`config.mk`:
```
export PLATFORM = sky130hd
export DESIGN_NAME = dvi_in_channel_align
export DESIGN_NICKNAME = d
export VERILOG_FILES = /design/src/rtl/dvi_in_channel_align.sv
export SDC_FILE = /design/constraint.sdc
export NUM_CORES = 1
export LEC_CHECK = 0
export CAP_MARGIN = 20
export CORE_UTILIZATION = 47
export CTS_CLUSTER_DIAMETER = 120
export DETAILED_ROUTE_END_ITERATION = 8
export PLACE_DENSITY = 0.8
export RECOVER_POWER = 100
export SLEW_MARGIN = 40
export SYNTH_ARGS = -nofsm -noshare
export SYNTH_HDL_FRONTEND = slang
export SYNTH_SLANG_ARGS = --single-unit
```
`constraint.sdc`:
```
create_clock -name pclk1x -period 3.1 [get_ports pclk1x]
set_input_delay 0.31 -clock pclk1x [delete_from_list [all_inputs] [get_ports pclk1x]]
set_output_delay 0.31 -clock pclk1x [all_outputs]
set_load 0.02 [all_outputs]
```
`src/rtl/dvi_in_channel_align.sv`:
```
// Inter-channel deskew for the three DVI input channels: measures skew on the
// blanking-to-active edge and re-times each channel through a tap-selected delay line.

module dvi_in_channel_align_lane #(
  parameter int MAX_SKEW = 3,
  parameter int DW       = 2
) (
  input  logic          pclk1x,
  input  logic          rst_ps,
  input  logic [10:0]   sym_in,   // {de, ctrl[1:0], data[7:0]}
  input  logic [DW-1:0] delay,
  output logic          tap_de,
  output logic [9:0]    sym_q     // registered {ctrl, data} from the selected tap
);
  logic [10:0] sr [1:MAX_SKEW];
  logic [10:0] tap;

  always_ff @(posedge pclk1x) begin
    sr[1] <= sym_in;
    for (int k = 2; k <= MAX_SKEW; k++) sr[k] <= sr[k-1];
  end

  // tap 0 is the live input, tap k is k cycles old
  always_comb begin
    tap = sym_in;
    for (int k = 1; k <= MAX_SKEW; k++)
      if (delay == DW'(k)) tap = sr[k];
  end

  assign tap_de = tap[10];

  always_ff @(posedge pclk1x) begin
    if (rst_ps) sym_q <= '0;
    else        sym_q <= tap[9:0];
  end
endmodule

module dvi_in_channel_align #(
  parameter  int MAX_SKEW = 3,
  localparam int DW       = $clog2(MAX_SKEW+1)
) (
  input  logic          pclk1x,
  input  logic          rst_ps,
  input  logic [2:0]    in_valid,
  input  logic [2:0]    in_de,
  input  logic [23:0]   in_data,
  input  logic [5:0]    in_ctrl,
  output logic [23:0]   out_data,
  output logic [5:0]    out_ctrl,
  output logic          out_de,
  output logic          aligned,
  output logic [3*DW-1:0] delay_o,
  output logic [7:0]    fail_count
);
  localparam logic [1:0] S_SEARCH = 2'd0;
  localparam logic [1:0] S_WINDOW = 2'd1;
  localparam logic [1:0] S_LOCKED = 2'd2;

  logic [1:0]            state, state_n;
  logic [2:0]            de_prev, rise, rec, rec_n;
  logic [2:0]            ade, ade_prev, arise;
  logic [2:0][DW-1:0]    t_q, t_n, delay_q, delay_n;
  logic [DW-1:0]         cnt, cnt_n, cnt_inc, tmax;
  logic                  fail;
  logic [2:0][9:0]       sym_q;

  genvar c;
  generate
    for (c = 0; c < 3; c++) begin : g_lane
      dvi_in_channel_align_lane #(.MAX_SKEW(MAX_SKEW), .DW(DW)) u_lane (
        .pclk1x (pclk1x),
        .rst_ps (rst_ps),
        .sym_in ({in_de[c], in_ctrl[2*c+:2], in_data[8*c+:8]}),
        .delay  (delay_q[c]),
        .tap_de (ade[c]),
        .sym_q  (sym_q[c])
      );
      assign out_data[8*c+:8] = sym_q[c][7:0];
      assign out_ctrl[2*c+:2] = sym_q[c][9:8];
    end
  endgenerate

  assign rise    = in_de & ~de_prev & in_valid;
  assign arise   = ade & ~ade_prev;
  assign cnt_inc = cnt + DW'(1);
  assign aligned = (state == S_LOCKED);
  assign delay_o = delay_q;

  always_comb begin
    state_n = state;
    rec_n   = rec;
    t_n     = t_q;
    cnt_n   = cnt;
    delay_n = delay_q;
    fail    = 1'b0;
    tmax    = '0;
    case (state)
      S_SEARCH: begin
        if (|rise) begin
          state_n = S_WINDOW;
          cnt_n   = '0;
          rec_n   = rise;
          t_n     = '0;
        end
      end
      S_WINDOW: begin
        cnt_n = cnt_inc;
        for (int i = 0; i < 3; i++)
          if (rise[i] && !rec[i]) begin
            rec_n[i] = 1'b1;
            t_n[i]   = cnt_inc;
          end
        for (int i = 0; i < 3; i++)
          if (t_n[i] > tmax) tmax = t_n[i];
        // an invalid symbol outranks a completed measurement
        if (!(&in_valid)) begin
          fail = 1'b1;
        end else if (&rec_n) begin
          for (int i = 0; i < 3; i++) delay_n[i] = tmax - t_n[i];
          state_n = S_LOCKED;
        end else if (cnt_inc == DW'(MAX_SKEW)) begin
          fail = 1'b1;
        end
        if (fail) state_n = S_SEARCH;
      end
      S_LOCKED: begin
        if ((|arise) && !(&arise)) begin
          fail    = 1'b1;
          state_n = S_SEARCH;
        end
      end
      default: state_n = S_SEARCH;
    endcase
  end

  always_ff @(posedge pclk1x) begin
    if (rst_ps) begin
      state      <= S_SEARCH;
      cnt        <= '0;
      rec        <= '0;
      t_q        <= '0;
      delay_q    <= '0;
      de_prev    <= '0;
      ade_prev   <= '0;
      out_de     <= 1'b0;
      fail_count <= '0;
    end else begin
      state    <= state_n;
      cnt      <= cnt_n;
      rec      <= rec_n;
      t_q      <= t_n;
      delay_q  <= delay_n;
      de_prev  <= in_de;
      ade_prev <= ade;
      out_de   <= ade[0];
      if (fail && fail_count != 8'hFF) fail_count <= fail_count + 8'd1;
    end
  end
endmodule

```
==> results.toml <==
[clock_network]
htree_levels = 4
path_clk_slew_ns = 0.06
numCtsBuffers = 17
clk_latency_ns = 0.42
clock_path_buffers = 2
numClockSinks = 162
cts_tree = "built"
clockRootBuffer = "clkbuf_16"

[final_layout]
area_delta_synth_final_pct = 34.0
final_cells = 673
nets = 570
antenna_cells = 0
drive_above_1_share_pct = 20.5

[synth]
netlist_top_cells_count = "dfxtp_1 (162), and2_1 (34), mux4_2 (33)"
yosysSeqAreaShare_pct = 60.7
yosys.cell_count.top_type = "dfxtp_1"
synth_area_um2 = 5340
yosysTopAreaCell = "dfxtp_1"
yosys-top-cells-area = "dfxtp_1 (61%), mux4_2 (14%), and2_1 (4.0%)"
synth-async-reset-ratio_pct = 0
ys_dominant_reg_cell = "dfxtp_1"
ys_seq_elements = 162
yosysWarningCount = 0
synth_cells = 402
syn_nets = 451
synth_edf_count = 0
synth_cell_types = 49
synth_top_area_share_pct = 60.7
avgSynthCellArea_um2 = 13.3

[worst_setup_path]
reg2regPathDepth = 18
cp.arrival_ns = 3.30
critPathKind = "input pin to register"
reg2reg_from = "cnt[0]"
crit_required_ns = 3.44
start_kind = "input pin"
r2r-end = "delay_o[1]"
endpoint_kind = "register"
crit_fanout = 5
r2r_slack_ns = 0.16

[global_route]
grt_usage_pct = 19.4
antenna_found_initial = 0
overflow = 0
grt_pass1_vias = 3565
grt_max_degree = 30
grt_pass1_wl_mm = 17.0

[sta]
worst_pin_slew_ns = 0.945
fin_crit_ns = 2.97
timing.hold.ws_ns = 0.343
min_period_over_period_pct = 95.7
fin_ws_ns = 0.134
slew_headroom_pct = 37.0
hold_viol = 0
clock_skew_ns = 0.00930
fmax_mhz = 337
setup_viol = 0
maxSlewViolCount = 0

[place]
dp_slack_ns = -0.404
place_congestion = 0.875
port_buffers = 83
dp_cells = 639
hpwl_mm = 6.88

[floorplan]
die_y_um = 109
num_rows = 38
initial_core_util_pct = 48.8
die_x_um = 109
die_area_um2 = 11800
coreArea_um2 = 10900
ios = 84

[outcome]
status = "complete, no violations"

[power]
cellPowerDensity_nw_per_um2 = 673
ir_drop_v = 0.000507
power.leakage_nw = 2.84

[route]
routedWlPerCell_um = 15.6
dr.pass1.iters = 4
postRouteWirelength_mm = 10.5
num_vias = 3492
vias_per_cell = 5.19
drt_iter0_drc = 199
ant_nets = 0
drc = 0

[hold_path]
holdCritStartpoint = "g_lane[1].u_lane.sr[0][28]"
hold_depth = 0
whs_endpoint = "g_lane[1].u_lane.sr[0][39]"
hold_class = "register to register"

[flow_run]
max_cap_viol_count = 0
[state kept, by name, indices dropped and copies added (netlist names)]
| register | cells |
|---|---|
| ade_prev | 3 |
| cnt | 2 |
| de_prev | 3 |
| delay_o | 6 |
| fail_count | 8 |
| g_lane.u_lane.sr | 99 |
| g_lane.u_lane.sym_q | 30 |
| rec | 3 |
| state | 2 |
| t_q | 6 |
[worst max path at each step]
stage | from | endpoint | slack (ns) | cells past startpoint
after global placement | in_de[0] | delay_o[1] | -0.27 | 17
after CTS | cnt[0] | delay_o[1] | 0.02 | 18
after floorplan | cnt[0] | delay_o[1] | 0.07 | 18
after global routing | cnt[0] | delay_o[1] | -0.002 | 18
final | in_de[0] | delay_o[1] | 0.13 | 16
after detailed placement | in_de[0] | delay_o[1] | -0.40 | 17
[critical path: stages]
cell and delay (ns):
clkdlybuf4s50_1 0.54, and4bb_2 0.28, mux2_4 0.31, buf_4 0.16
o21a_1 0.20, a21oi_2 0.13, inv_1 0.08, ha_1 0.28
nand2_1 0.07, o21a_2 0.15, nand2_2 0.10, o21ai_2 0.06
ha_2 0.19, xnor2_2 0.13, xnor2_1 0.12, a211oi_1 0.18
[power by group]
group | internal (mW) | switching [mW] | total, mW | leakage [nW]
Sequential | 2.19 | 0.0389 | 2.23 | 1.35
Clock | 1.35 | 0.798 | 2.15 | 0.291
Combinational | 0.230 | 0.213 | 0.443 | 1.20
Total | 3.76 | 1.05 | 4.82 | 2.84
[logic make-up after synthesis]
logic type / synth area share (%)
buffers and inverters: 2.25
AO/OA/AOI/OAI: 7.05
flip-flops: 60.7
XOR/XNOR: 0.984
multiplexers: 15.6
AND/OR/NAND/NOR: 10.8
adder cells (fa/ha/maj): 2.58
[cells in the final DEF, fill, tap and decap left out, types with 3 or more instances in the layout]
master	instances
dlygate4sd3_1	78
nand2b_1	5
ha_1	9
and2_0	9
clkdlybuf4s50_1	5
nand3_1	4
o21ai_0	4
bufinv_16	3
inv_1	14
nand3b_1	4
a211oi_1	5
mux4_2	33
clkbuf_8	4
a21oi_1	11
nor2b_1	5
nor2_1	19
mux2i_1	4
and4bb_2	3
a22oi_1	5
clkinvlp_4	3
xnor2_1	3
and3_1	4
o31ai_1	4
and2_1	25
clkbuf_1	8
nand2_1	10
dfxtp_1	162
a221oi_1	3
buf_4	25
clkbuf_16	17
[cell type report]
cell class	count	area, um^2
Tap cell	140	175
Multi-Input combinational cell	209	2010
Timing Repair Buffer	115	1050
Clock inverter	8	126
Clock buffer	23	488
Inverter	16	60.1
Sequential cell	162	3240
Fill cell	812	3780
[routing by layer]
metal	GRT usage (%)	share of wire [%]	vias to the layer above
met4	9.36	2.4	0
met5	0	0	-
met1	22.7	44	1711
met3	6.33	4.5	16
met2	32.1	50	83
li1	-	-	1682
[through the flow]
step                      power [mW]  area, um^2  setup TNS (ns)  util [%]
after floorplan                 2.50        5340               0         -
after global placement          2.68        6500          -0.933      59.5
after detailed placement        2.70        6500           -1.63      59.5
after CTS                       4.85        7130               0      65.2
after global routing            4.99        7160        -0.00212      65.4
final                           4.82        7160               0      65.4
[repair_timing]
| item | CTS | global route |
|---|---|---|
| gates resized for setup | 3 | 8 |
| pin swaps | 1 | 3 |
| endpoints found under the hold margin | 0 | 0 |
| hold buffers | 0 | 0 |
| endpoints found under the setup margin | 4 | 5 |
| buffers inserted | 0 | 3 |
No activity file was read; power rests on OpenSTA's default activity.
